## config.mk

```make
export PLATFORM = sky130hd
export DESIGN_NAME = bit_scan_32
export DESIGN_NICKNAME = d
export VERILOG_FILES = /design/src/rtl/bit_scan_32.sv
export SDC_FILE = /design/constraint.sdc
export NUM_CORES = 1
export LEC_CHECK = 0
export BUFFER_PORTS_ARGS = -buffer_cell sky130_fd_sc_hd__buf_2
export CAP_MARGIN = 20
export CORE_ASPECT_RATIO = 1.4
export CORE_UTILIZATION = 60
export DETAILED_ROUTE_END_ITERATION = 10
export MAX_ROUTING_LAYER = met4
export PLACE_DENSITY_LB_ADDON = 0.2
export RECOVER_POWER = 100
export SLEW_MARGIN = 20
export SYNTH_ARGS = -nofsm -noshare
export SYNTH_HDL_FRONTEND = slang
export SYNTH_SLANG_ARGS = --single-unit
```

## constraint.sdc

```tcl
create_clock -name clk -period 6.9 [get_ports clk]
set_clock_uncertainty 0.1 [all_clocks]
set_input_delay 1.38 -clock clk [delete_from_list [all_inputs] [get_ports clk]]
set_output_delay 1.38 -clock clk [all_outputs]
set_load 0.005 [all_outputs]
```

## src/rtl/bit_scan_32.sv

```systemverilog
// Iterative set-bit enumerator: accepts a 32-bit word and streams the index
// of each set bit, one per cycle, with a last flag; a zero word yields one beat.
module bit_scan_32 #(
  parameter bit MSB_FIRST = 1'b0
) (
  input  logic        clk,
  input  logic        rst_n,
  input  logic        in_valid_i,
  output logic        in_ready_o,
  input  logic [31:0] in_data_i,
  output logic        out_valid_o,
  input  logic        out_ready_i,
  output logic [4:0]  out_idx_o,
  output logic        out_last_o,
  output logic        out_zero_o,
  output logic [4:0]  out_cnt_o,
  output logic        busy_o
);

  typedef enum logic [1:0] {
    IDLE = 2'd0,
    SCAN = 2'd1,
    ZERO = 2'd2
  } state_e;

  state_e      state_q, state_d;
  logic [31:0] mask_q, mask_d;
  logic [4:0]  cnt_q, cnt_d;

  logic [4:0]  scan_idx;
  logic        one_bit;

  // Priority encoder: the last match in loop order wins, so the loop runs
  // towards the bit that must have priority.
  always_comb begin
    scan_idx = 5'd0;
    for (int i = 0; i < 32; i++) begin
      if (MSB_FIRST) begin
        if (mask_q[i]) scan_idx = 5'(i);
      end else begin
        if (mask_q[31-i]) scan_idx = 5'(31 - i);
      end
    end
  end

  assign one_bit = (mask_q != 32'd0) && ((mask_q & (mask_q - 32'd1)) == 32'd0);

  // NOTE: every variable gets a default at the top of always_comb so no path
  // leaves it unassigned, which would otherwise infer a latch.
  always_comb begin
    state_d = state_q;
    mask_d  = mask_q;
    cnt_d   = cnt_q;
    unique case (state_q)
      IDLE: begin
        if (in_valid_i) begin
          mask_d  = in_data_i;
          cnt_d   = 5'd0;
          state_d = (in_data_i == 32'd0) ? ZERO : SCAN;
        end
      end
      SCAN: begin
        if (out_ready_i) begin
          mask_d = mask_q & ~(32'd1 << scan_idx);
          cnt_d  = cnt_q + 5'd1;
          if (one_bit) state_d = IDLE;
        end
      end
      ZERO: begin
        if (out_ready_i) state_d = IDLE;
      end
      default: state_d = IDLE;
    endcase
  end

  // NOTE: sequential state uses non-blocking assignments so every register
  // samples its next value from the same pre-edge snapshot.
  always_ff @(posedge clk or negedge rst_n) begin
    if (!rst_n) begin
      state_q <= IDLE;
      mask_q  <= 32'd0;
      cnt_q   <= 5'd0;
    end else begin
      state_q <= state_d;
      mask_q  <= mask_d;
      cnt_q   <= cnt_d;
    end
  end

  // Outputs decode registered state only, so they drop with the async reset.
  assign in_ready_o  = (state_q == IDLE);
  assign out_valid_o = (state_q != IDLE);
  assign busy_o      = (state_q != IDLE);
  assign out_idx_o   = (state_q == SCAN) ? scan_idx : 5'd0;
  assign out_last_o  = (state_q == ZERO) || ((state_q == SCAN) && one_bit);
  assign out_zero_o  = (state_q == ZERO);
  assign out_cnt_o   = cnt_q;

endmodule

```

Word level (Yosys, flattened, before mapping)
Index checks and enable logic that the tools add are counted.

operators by class
  $add $sub $neg = 2
  equal/unequal tests = 6
  shifts and indexed selects = 1
  multiplexer cells = 45
  bitwise operators = 3
  reduce and logical (&&, ||, !) cells = 11

operators with widths
  operator                                              number
  two-way mux 5 bit                                     35
  bitwise AND 32 bit                                    2
  logical NOT 32 bit                                    2
  two-way mux 32 bit                                    2
  one-hot mux 32 bit (2 select lines)                   1
  NOT 32 bit                                            1
  nonzero test 32 bit                                   1
  left shift 1 x 5 -> 32 bit (first input constant)     1
  subtractor 32 x 1 -> 32 bit (second input constant)   1
  two-way mux 2 bit                                     5
  one-hot mux 5 bit (2 select lines)                    1
  inequality test 2 bit (second input constant)         4
  one-hot mux 2 bit (3 select lines)                    1
  adder 5 x 1 -> 5 bit (second input constant)          1
  AND reduction 4 bit                                   1
  nonzero test 2 bit                                    2
  AND reduction 3 bit                                   1
  equality test 2 x 1 -> 1 bit (second input constant)  1
  equality test 2 bit (second input constant)           1
  logical AND 1 bit                                     2
  logical NOT 2 bit                                     1
  logical OR 1 bit                                      1

storage, ports and cells
  bits in registers = 39
  output and inout bits = 15
  logic and storage cells = 71

Depth between registers and ports, before layout
Gate-level depths: netlist (run 1).

  depth after elaboration = 37
  depth in mapped cells = 9
  gate-level depth less buffers = 7

Worst setup path before layout (run 1)
No wires, ideal clock.

  path kind = reg2out
  from = register mask_q[11]
  to = output out_last_o
  arrival = 2133 ps
  path slack = 3287 ps
  stages on the path, launching flop included = 9
  cell sequence = dfrtp_1 buf_6 nor4_4 nand3_1 maj3_2 o21ai_0 a2bb2oi_1 or4_1 o21ai_1

between the ends
  longest elaborated chain between the ends = 6

RTL lines
  item                         line  text
  start: declaration           27    logic [31:0] mask_q, mask_d;
  start signal: assignment     85    mask_q <= mask_d;
  subtractor 32 x 1 -> 32 bit  46    assign one_bit = (mask_q != 32'd0) && ((mask_q & (mask_q - 32'd1)) == 32'd0);
  bitwise AND 32 bit           46
  logical NOT 32 bit           46
  logical AND 1 bit (*)        46
  logical AND 1 bit (*)        95    assign out_last_o = (state_q == ZERO) || ((state_q == SCAN) && one_bit);
  logical OR 1 bit (*)         95
  end: declaration             14    output logic out_last_o,

Mark *: on every way between the ends. The rest lies on a longest branch, timed or not.

Worst setup path after layout (run 1)
  from = register mask_q[2]
  to = output out_last_o

Same word-level chain as after synthesis.

==> flow_metrics.py, run 1 <==
metrics = {
    "status": {
        "outcome": "complete, but fails checks",
        "violations": "max-capacitance violations, max-slew violations",
    },
    "timing": {
        "hold_ws_ns": 0.462,
        "max_slew.worst_pin.slew_ns": 2.08,
        "finalHoldViolations": 0,
        "clock.fmax_mhz": 196,
        "setup_tns_ns": 0,
        "finalCritPeriodShare": 0.739,
        "rsz0062_at_grt": "false",
        "relSlewSlack": -0.386,
        "slew_viol_final": 73,
        "fin_crit_ns": 5.10,
        "setup_viol": 0,
    },
    "grt": {
        "grt_pass1_wl_um": 12900,
        "grtUsageMet3": 0.0592,
        "grt_util_met2": 0.569,
        "grtUsageTotal": 0.368,
        "antenna_found_initial": 0,
        "first_global_vias": 2557,
        "grt_overflow": 0,
        "grtUsageMet1": 0.472,
        "grt_max_degree": 40,
        "grt.busiest_layer": "met2",
    },
    "finish": {
        "nets": 396,
        "post-route-util": 0.685,
        "final_cells": 422,
        "area_growth_syn_to_layout_pct": 10.6,
        "final_layout_size_suffix_gt1_frac": 0.192,
        "antenna_cells": 0,
    },
    "cts": {
        "clockBufferDepth": 2,
        "clk_latency_ns": 0.30,
        "tritoncts": "done",
        "path_clk_slew_ns": 0.09,
        "root_buffer": "clkbuf_8",
        "clock-sinks": 39,
        "htreeDepth": 2,
        "post_cts_buffers": 0,
        "hold_buffers": 0,
        "numCtsBuffers": 5,
        "post_cts_resize_count": 0,
    },
    "pwr": {
        "leakage_nw": 1.28,
        "power_density_nw_per_um2": 295,
        "peakVddDrop_mv": 0.251,
    },
    "placement": {
        "port_buffers": 50,
        "dp_cells": 414,
        "dpl.hpwl_um": 6250,
        "place_congestion": 1.02,
    },
    "floorplan": {
        "coreArea_um2": 4500,
        "start_util": 0.620,
        "die-area_um2": 4930,
        "die_w_um": 59.6,
        "io_pins": 51,
        "die_h_um": 82.7,
        "fp-row-count": 29,
    },
    "routing": {
        "vias_per_cell": 6.66,
        "wirelength_um": 8240,
        "dr_total_vias": 2811,
        "antenna_left": 0,
        "drc": 0,
        "wl_per_cell_um": 19.5,
        "firstDrtPassIters": 7,
        "drt_iter0_drc": 220,
    },
    "job": {
        "cap_violations": 2,
    },
    "worst_setup_path": {
        "required_ns": 5.42,
        "startpoint_type": "flop",
        "cp.arrival_ns": 3.62,
        "worst-path-max-fanout": 8,
        "crit_path_end_kind": "primary output",
        "crit_type": "reg2out",
    },
    "yosys": {
        "syn_area_um2": 2790,
        "ys_types": 69,
        "syn_inst": 320,
        "ys_async_sr_fraction": 1.00,
        "synth-main-ff-cell": "dfrtp_1",
        "synth_edf_count": 0,
        "ys_ff_latch": 39,
        "syn_nets": 357,
        "yosysWarnings": 0,
        "syn_avg_cell_area_um2": 8.71,
        "synth-seq-area-share": 0.350,
    },
    "worst_hold_path": {
        "hold_path_class": "reg2reg",
    },
}
## cells in the mapped netlist, drive strengths merged, types with 3 or more instances
cell type  instances  area, um^2
dfrtp             39         976
nor2              37         139
a21oi             23         115
nand2             23        86.3
nor4              20         198
mux2i             16         160
o21ai             16        83.8
clkbuf            11        41.3
inv               10        37.5
buf                8        47.5
nor3               8        40.0
a31oi              7        43.8
nand3              7        35.0
nand4              7        50.1
o31ai              7        52.6
nor3b              5        47.5
a2111oi            4        47.6
a21o               4        30.0
a22oi              4        30.0
and2               4        25.0
nand2b             4        25.0
or4                4        30.0
a22o               3        26.3
maj3               3        31.3
o211ai             3        22.5
or2                3        18.8
xor2               3        26.3
## power breakdown
part           total (W)  leakage (nW)  internal (W)  switching (W)
clock network   0.000163        0.0408     0.0000724      0.0000909
logic           0.000357         0.761      0.000142       0.000215
registers       0.000390         0.473      0.000281       0.000110
## metal layers
layer	share of wire	vias up	wire, um
li1	-	1294	-
met5	0	-	0
met4	0.046	0	383
met1	0.40	1342	3310
met2	0.48	146	3940
met3	0.074	29	608
## sequential cells by signal (all words and copies together) (netlist names)
register   count
state_q        2
out_cnt_o      5
mask_q        32
## final cells by class
class                   count  area (um^2)
multi-input cells         252         1650
fillers                   423         1420
flip-flops and latches     39          976
repair buffers             51          246
well taps                  62         77.6
clock buffers               5         68.8
inverters                  10         37.5
clock inverters             3         23.8
## cell families after synthesis
kind of cell,after synthesis,share of synthesized area
mux,17,0.0615
flops,39,0.350
simple gates,132,0.275
xor+xnor,4,0.0126
compound gates,95,0.240
buf+inv,29,0.0453
fa+ha+maj,4,0.0157
## through the flow
| stage | power, W | setup WS, ns | area [um^2] |
|---|---|---|---|
| 2_1_floorplan | 0.000618 | 3.29 | 2790 |
| 3_3_place_gp | 0.000749 | 2.95 | 3030 |
| 3_5_place_dp | 0.000751 | 2.96 | 3030 |
| 4_1_cts | 0.000913 | 2.61 | 3130 |
| 5_1_grt | 0.000962 | 1.55 | 3080 |
| 6_report | 0.000911 | 1.80 | 3080 |
## final timing paths
path                            cells past startpoint           end  slack (ns)         start
worst min-delay path                                2  out_cnt_o[4]        0.46  out_cnt_o[4]
min in group asynchronous                           1    mask_q[12]        1.57         rst_n
worst max register to register                      6    mask_q[26]        2.66    state_q[0]
max in group asynchronous                           1    mask_q[28]        3.94         rst_n
worst max-delay path                                8    out_last_o        1.80     mask_q[2]
worst min register to register                      2  out_cnt_o[4]        0.46  out_cnt_o[4]
## layout by cell type, fill, tap and decap left out, types with 3 or more instances in the layout
master | synthesis | layout
a31oi_1 | 7 | 7
clkbuf_1 | 11 | 7
or4_1 | 4 | 4
clkbuf_2 | 0 | 3
mux2i_1 | 16 | 16
or2_2 | 3 | 3
and2_0 | 0 | 3
a22o_1 | 3 | 3
a21oi_1 | 23 | 23
nand2b_1 | 4 | 4
xor2_1 | 3 | 3
nand3_1 | 7 | 7
nor3b_1 | 3 | 4
dfrtp_1 | 39 | 39
a2111oi_0 | 2 | 3
a21o_1 | 4 | 4
buf_2 | 5 | 41
nor4_4 | 4 | 3
inv_1 | 10 | 10
a22oi_1 | 4 | 4
nand2_1 | 23 | 23
o211ai_1 | 3 | 3
clkbuf_8 | 0 | 5
nand4_1 | 6 | 7
o31ai_1 | 7 | 7
o21ai_0 | 13 | 14
nor2_1 | 37 | 37
nor4_1 | 14 | 15
nor3_1 | 8 | 8
## worst max-delay path, stage by stage (launching register included)
cell and delay, ns:
dfrtp_1 0.46, nor4_1 0.82, nand4_1 0.50, a2111oi_0 0.44, o22a_1 0.21, o211ai_1 0.10
or4_1 0.51, o21ai_1 0.15, buf_2 0.13
Note: power is estimated with default switching activity, not from simulation.
==> run 2, diff against run 1 <==
- CORE_UTILIZATION: 60 -> 56
- clock period: 6.9 -> 5.2 ns (I/O delays scaled with it)
==> run 2 against run 1 <==
Setup slack got worse by 1.1 ns; critical path type is now in2reg; hold slack got worse by 0.0098 ns; total power rose by 36%; final area rose by 0.97%; clock power rose by 43%; the run still ends with max-capacitance violations, max-slew violations left; sequential share of layout area fell by 0.31 points.
==> flow_metrics.py, run 2 (synthesis gave the netlist of run 1 again) <==
metrics = {
    "status": {
        "outcome": "complete, but fails checks",
        "violations": "max-capacitance violations, max-slew violations",
    },
    "timing": {
        "finalCritPeriodShare": 0.870,
        "rsz0062_at_grt": "false",
        "relSlewSlack": -0.710,
        "clock.fmax_mhz": 221,
        "finalHoldViolations": 0,
        "setup_tns_ns": 0,
        "slew_viol_final": 80,
        "fin_crit_ns": 4.52,
        "setup_viol": 0,
        "max_slew.worst_pin.slew_ns": 2.56,
    },
    "finish": {
        "largest_reg_flops": 32,
        "final_layout_size_suffix_gt1_frac": 0.200,
        "nets": 396,
        "post-route-util": 0.648,
        "layout_common_cells": "buf_2, dfrtp_1, nor2_1",
        "top_register": "mask_q",
        "antenna_cells": 0,
        "final_cells": 424,
        "area_growth_syn_to_layout_pct": 11.7,
        "layout_commonest_cell": "buf_2",
    },
    "pwr": {
        "p_sw_w": 0.000548,
        "p_comb_frac": 0.390,
        "total_power_w": 0.00124,
        "swShare": 0.442,
        "peakVddDrop_mv": 0.207,
        "power_density_nw_per_um2": 398,
        "leakage_nw": 1.30,
        "power.internal_w": 0.000691,
        "seqPwrFrac": 0.422,
        "clkPwrFrac": 0.188,
    },
    "grt": {
        "grt_overflow": 0,
        "grt_max_degree": 40,
        "antenna_found_initial": 0,
        "grtUsageTotal": 0.368,
        "grt.busiest_layer": "met2",
        "grt_pass1_wl_um": 13500,
        "grt_util_met2": 0.566,
        "first_global_vias": 2648,
        "grtUsageMet3": 0.0640,
        "grtUsageMet1": 0.440,
    },
    "cts": {
        "tritoncts": "done",
        "clk_latency_ns": 0.30,
        "path_clk_slew_ns": 0.08,
        "htreeDepth": 2,
        "post_cts_buffers": 0,
        "clock-sinks": 39,
        "root_buffer": "clkbuf_8",
        "clockBufferDepth": 2,
        "hold_buffers": 0,
        "numCtsBuffers": 5,
        "post_cts_resize_count": 0,
    },
    "routing": {
        "drt_iter0_drc": 227,
        "dr_total_vias": 2791,
        "antenna_left": 0,
        "wl_per_cell_um": 20.7,
        "wirelength_um": 8790,
        "drc": 0,
        "firstDrtPassIters": 5,
        "vias_per_cell": 6.58,
    },
    "placement": {
        "place_congestion": 0.918,
        "port_buffers": 50,
        "dp_cells": 416,
        "dpl.hpwl_um": 6640,
    },
    "worst_setup_path": {
        "startpoint_type": "input pin",
        "worst-path-max-fanout": 39,
        "required_ns": 5.27,
        "crit_path_end_kind": "flop",
        "cp.arrival_ns": 4.59,
        "crit_type": "in2reg",
    },
    "floorplan": {
        "die-area_um2": 5270,
        "io_pins": 51,
        "start_util": 0.580,
        "die_w_um": 61.6,
        "fp-row-count": 30,
        "coreArea_um2": 4800,
        "die_h_um": 85.5,
    },
    "job": {
        "cap_violations": 2,
    },
    "worst_hold_path": {
        "hold_path_class": "reg2reg",
    },
}
## run 2: final timing paths
path,startpoint,end,slack (ns),cells after the start
max,in_valid_i,mask_q[18],0.68,6
min reg2reg,out_cnt_o[4],out_cnt_o[4],0.45,2
min in group asynchronous,rst_n,mask_q[26],1.24,1
max reg2reg,state_q[1],mask_q[18],0.77,6
min,out_cnt_o[4],out_cnt_o[4],0.45,2
max in group asynchronous,rst_n,mask_q[22],2.52,1
## run 2: cell type report
| type | count | area [um^2] |
|---|---|---|
| fillers | 474 | 1690 |
| multi-input cells | 252 | 1670 |
| flip-flops and latches | 39 | 976 |
| repair buffers | 51 | 250 |
| clock buffers | 8 | 100 |
| well taps | 64 | 80.1 |
| inverters | 10 | 37.5 |
## run 2: worst max-delay path: stages
cell     delay [ns]
buf_2          0.09
and2_0         1.87
nor2_1         0.56
nor3b_1        0.51
and2_1         0.37
a31oi_1        0.14
## run 2: power by group through the flow
stage | clock, W | sequential, W | combinational [W]
finish | 0.000233 | 0.000522 | 0.000484
detailed placement | 0 | 0.000524 | 0.000477
floorplan | 0 | 0.000458 | 0.000362
CTS | 0.000232 | 0.000519 | 0.000480
global route | 0.000240 | 0.000532 | 0.000531
global placement | 0 | 0.000524 | 0.000475
## run 2: routing by layer
metal	wire, um	up-vias	part of all wire
met5	0	-	0
met3	525	38	0.060
met1	3390	1314	0.39
met2	4400	129	0.50
met4	476	0	0.054
li1	-	1310	-
## run 2: stage by stage
stage | area, um^2 | hold slack (ns) | setup slack [ns]
finish | 3110 | 0.453 | 0.677
global placement | 3040 | 0.425 | 1.57
global route | 3110 | 0.492 | 0.458
CTS | 3140 | 0.454 | 1.18
detailed placement | 3040 | 0.433 | 1.52
floorplan | 2790 | 0.428 | 1.93
==> run 3, diff against run 2 <==
- SLEW_MARGIN: 20 -> unset
- clock period: 5.2 -> 4.5 ns (I/O delays scaled with it)
==> run 3 against run 2 <==
The flow still finishes with violations (max-capacitance violations, max-slew violations); wire length is essentially flat; total power grew 12%; die area is the same; setup slack lost 0.16 ns; non-clock buffer count is the same; register-to-register slack gained 0.56 ns; sequential cell count is the same; global-route usage grew 0.23 points; via count grew 0.36%; sequential power grew 16%; largest cell class unchanged; largest power group unchanged.
==> flow_metrics.py, run 3 (synthesis gave the netlist of run 1 again) <==
metrics = {
    "routing": {
        "vias_per_cell": 6.61,
        "drt_iter0_drc": 182,
        "drc": 0,
        "wirelength_um": 8790,
        "dr_total_vias": 2801,
        "wl_per_cell_um": 20.7,
        "firstDrtPassIters": 5,
        "antenna_left": 0,
    },
    "timing": {
        "setup_tns_ns": 0,
        "worst_slack_ns": 0.518,
        "finalCritPeriodShare": 0.885,
        "slew_viol_final": 40,
        "finalHoldViolations": 0,
        "setup_viol": 0,
        "hold_ws_ns": 0.450,
        "fin_crit_ns": 3.98,
        "max_slew.worst_pin.slew_ns": 2.17,
        "rsz0062_at_grt": "false",
        "relSlewSlack": -0.447,
        "clock.fmax_mhz": 251,
    },
    "floorplan": {
        "die_w_um": 61.6,
        "start_util": 0.580,
        "die-area_um2": 5270,
        "io_pins": 51,
        "die_h_um": 85.5,
        "coreArea_um2": 4800,
        "fp-row-count": 30,
    },
    "finish": {
        "largest_reg_flops": 32,
        "nets": 396,
        "post-route-util": 0.642,
        "layout_commonest_cell": "buf_2",
        "final_layout_size_suffix_gt1_frac": 0.186,
        "top_register": "mask_q",
        "area_growth_syn_to_layout_pct": 10.6,
        "antenna_cells": 0,
        "layout_common_cells": "buf_2, dfrtp_1, nor2_1",
    },
    "grt": {
        "grt_overflow": 0,
        "first_global_vias": 2592,
        "grt_max_degree": 40,
        "antenna_found_initial": 0,
        "grtUsageTotal": 0.370,
        "grt_pass1_wl_um": 13600,
    },
    "worst_setup_path": {
        "critical_path.startpoint": "mask_q[2]",
        "cp.arrival_ns": 2.98,
        "required_ns": 3.50,
        "critPathMaxStageDelay_ns": 0.49,
        "reg2reg_from": "state_q[0]",
        "crit_path_end_kind": "primary output",
        "cp_cell_sequence": "nor4_4, nand4_1, a2111oi_2, o22a_1, o211ai_1, or4_1, o21ai_1, buf_2",
        "crit_type": "reg2out",
        "worst-path-max-fanout": 8,
        "startpoint_type": "flop",
        "cp_slowest_cell": "or4_1",
        "path_delay_family": "simple AND/OR/NAND/NOR gates",
        "path_buf_inv": 1,
    },
    "cts": {
        "htreeDepth": 2,
        "clockBufferDepth": 2,
        "numCtsBuffers": 5,
        "tritoncts": "done",
        "post_cts_resize_count": 0,
        "post_cts_buffers": 0,
        "hold_buffers": 0,
        "root_buffer": "clkbuf_8",
        "path_clk_slew_ns": 0.08,
        "clk_latency_ns": 0.30,
        "clock-sinks": 39,
    },
    "placement": {
        "dp_slack_ns": 1.00,
        "place_congestion": 0.937,
        "port_buffers": 50,
        "dpl.hpwl_um": 6720,
    },
    "worst_hold_path": {
        "hold_start": "out_cnt_o[4]",
        "hold_path_class": "reg2reg",
    },
    "pwr": {
        "peakVddDrop_mv": 0.303,
        "power_density_nw_per_um2": 451,
        "leakage_nw": 1.28,
    },
    "status": {
        "outcome": "complete, but fails checks",
        "violations": "max-capacitance violations, max-slew violations",
    },
    "job": {
        "cap_violations": 1,
    },
}
==> run 3: layout make-up <==
| class | instances | area (um^2) |
|---|---|---|
| Clock inverter | 1 | 5.00 |
| Inverter | 10 | 37.5 |
| Timing Repair Buffer | 51 | 248 |
| Multi-Input combinational cell | 252 | 1660 |
| Tap cell | 64 | 80.1 |
| Fill cell | 488 | 1720 |
| Clock buffer | 7 | 76.3 |
| Sequential cell | 39 | 976 |
==> run 3: tightest hold or removal path, stage by stage (launching register included) <==
cell and delay [ns]:
dfrtp_1 0.37, xor2_1 0.07, nor2_1 0.07
==> run 3: through the flow <==
| step | cells | power (W) | cell area, um^2 |
|---|---|---|---|
| 2_1_floorplan | 320 | 0.000948 | 2790 |
| 3_3_place_gp | 416 | 0.00115 | 3040 |
| 3_5_place_dp | 416 | 0.00116 | 3040 |
| 4_1_cts | 424 | 0.00139 | 3120 |
| 5_1_grt | 424 | 0.00147 | 3080 |
| 6_report | 424 | 0.00139 | 3080 |
==> run 3: path summary, 6_finish.rpt <==
path                                     end  slack [ns]  depth (start not counted)
worst max-delay path              out_last_o        0.52                          8
worst min-delay path            out_cnt_o[4]        0.45                          2
worst max register to register    mask_q[19]        1.33                          6
worst min register to register  out_cnt_o[4]        0.45                          2
max in group asynchronous         mask_q[22]        1.93                          1
min in group asynchronous         mask_q[23]        1.13                          1
==> run 3: per-layer routing <==
| layer | vias up | share of wire | track usage |
|---|---|---|---|
| met5 | - | 0 | - |
| met2 | 123 | 0.51 | 0.593 |
| li1 | 1302 | - | - |
| met1 | 1349 | 0.40 | 0.451 |
| met3 | 27 | 0.052 | 0.0518 |
| met4 | 0 | 0.040 | 0.162 |
==> run 3: report_power, final <==
group	internal, W	switching, W
clock network	0.000109	0.000127
logic	0.000223	0.000327
registers	0.000430	0.000174
total	0.000762	0.000627
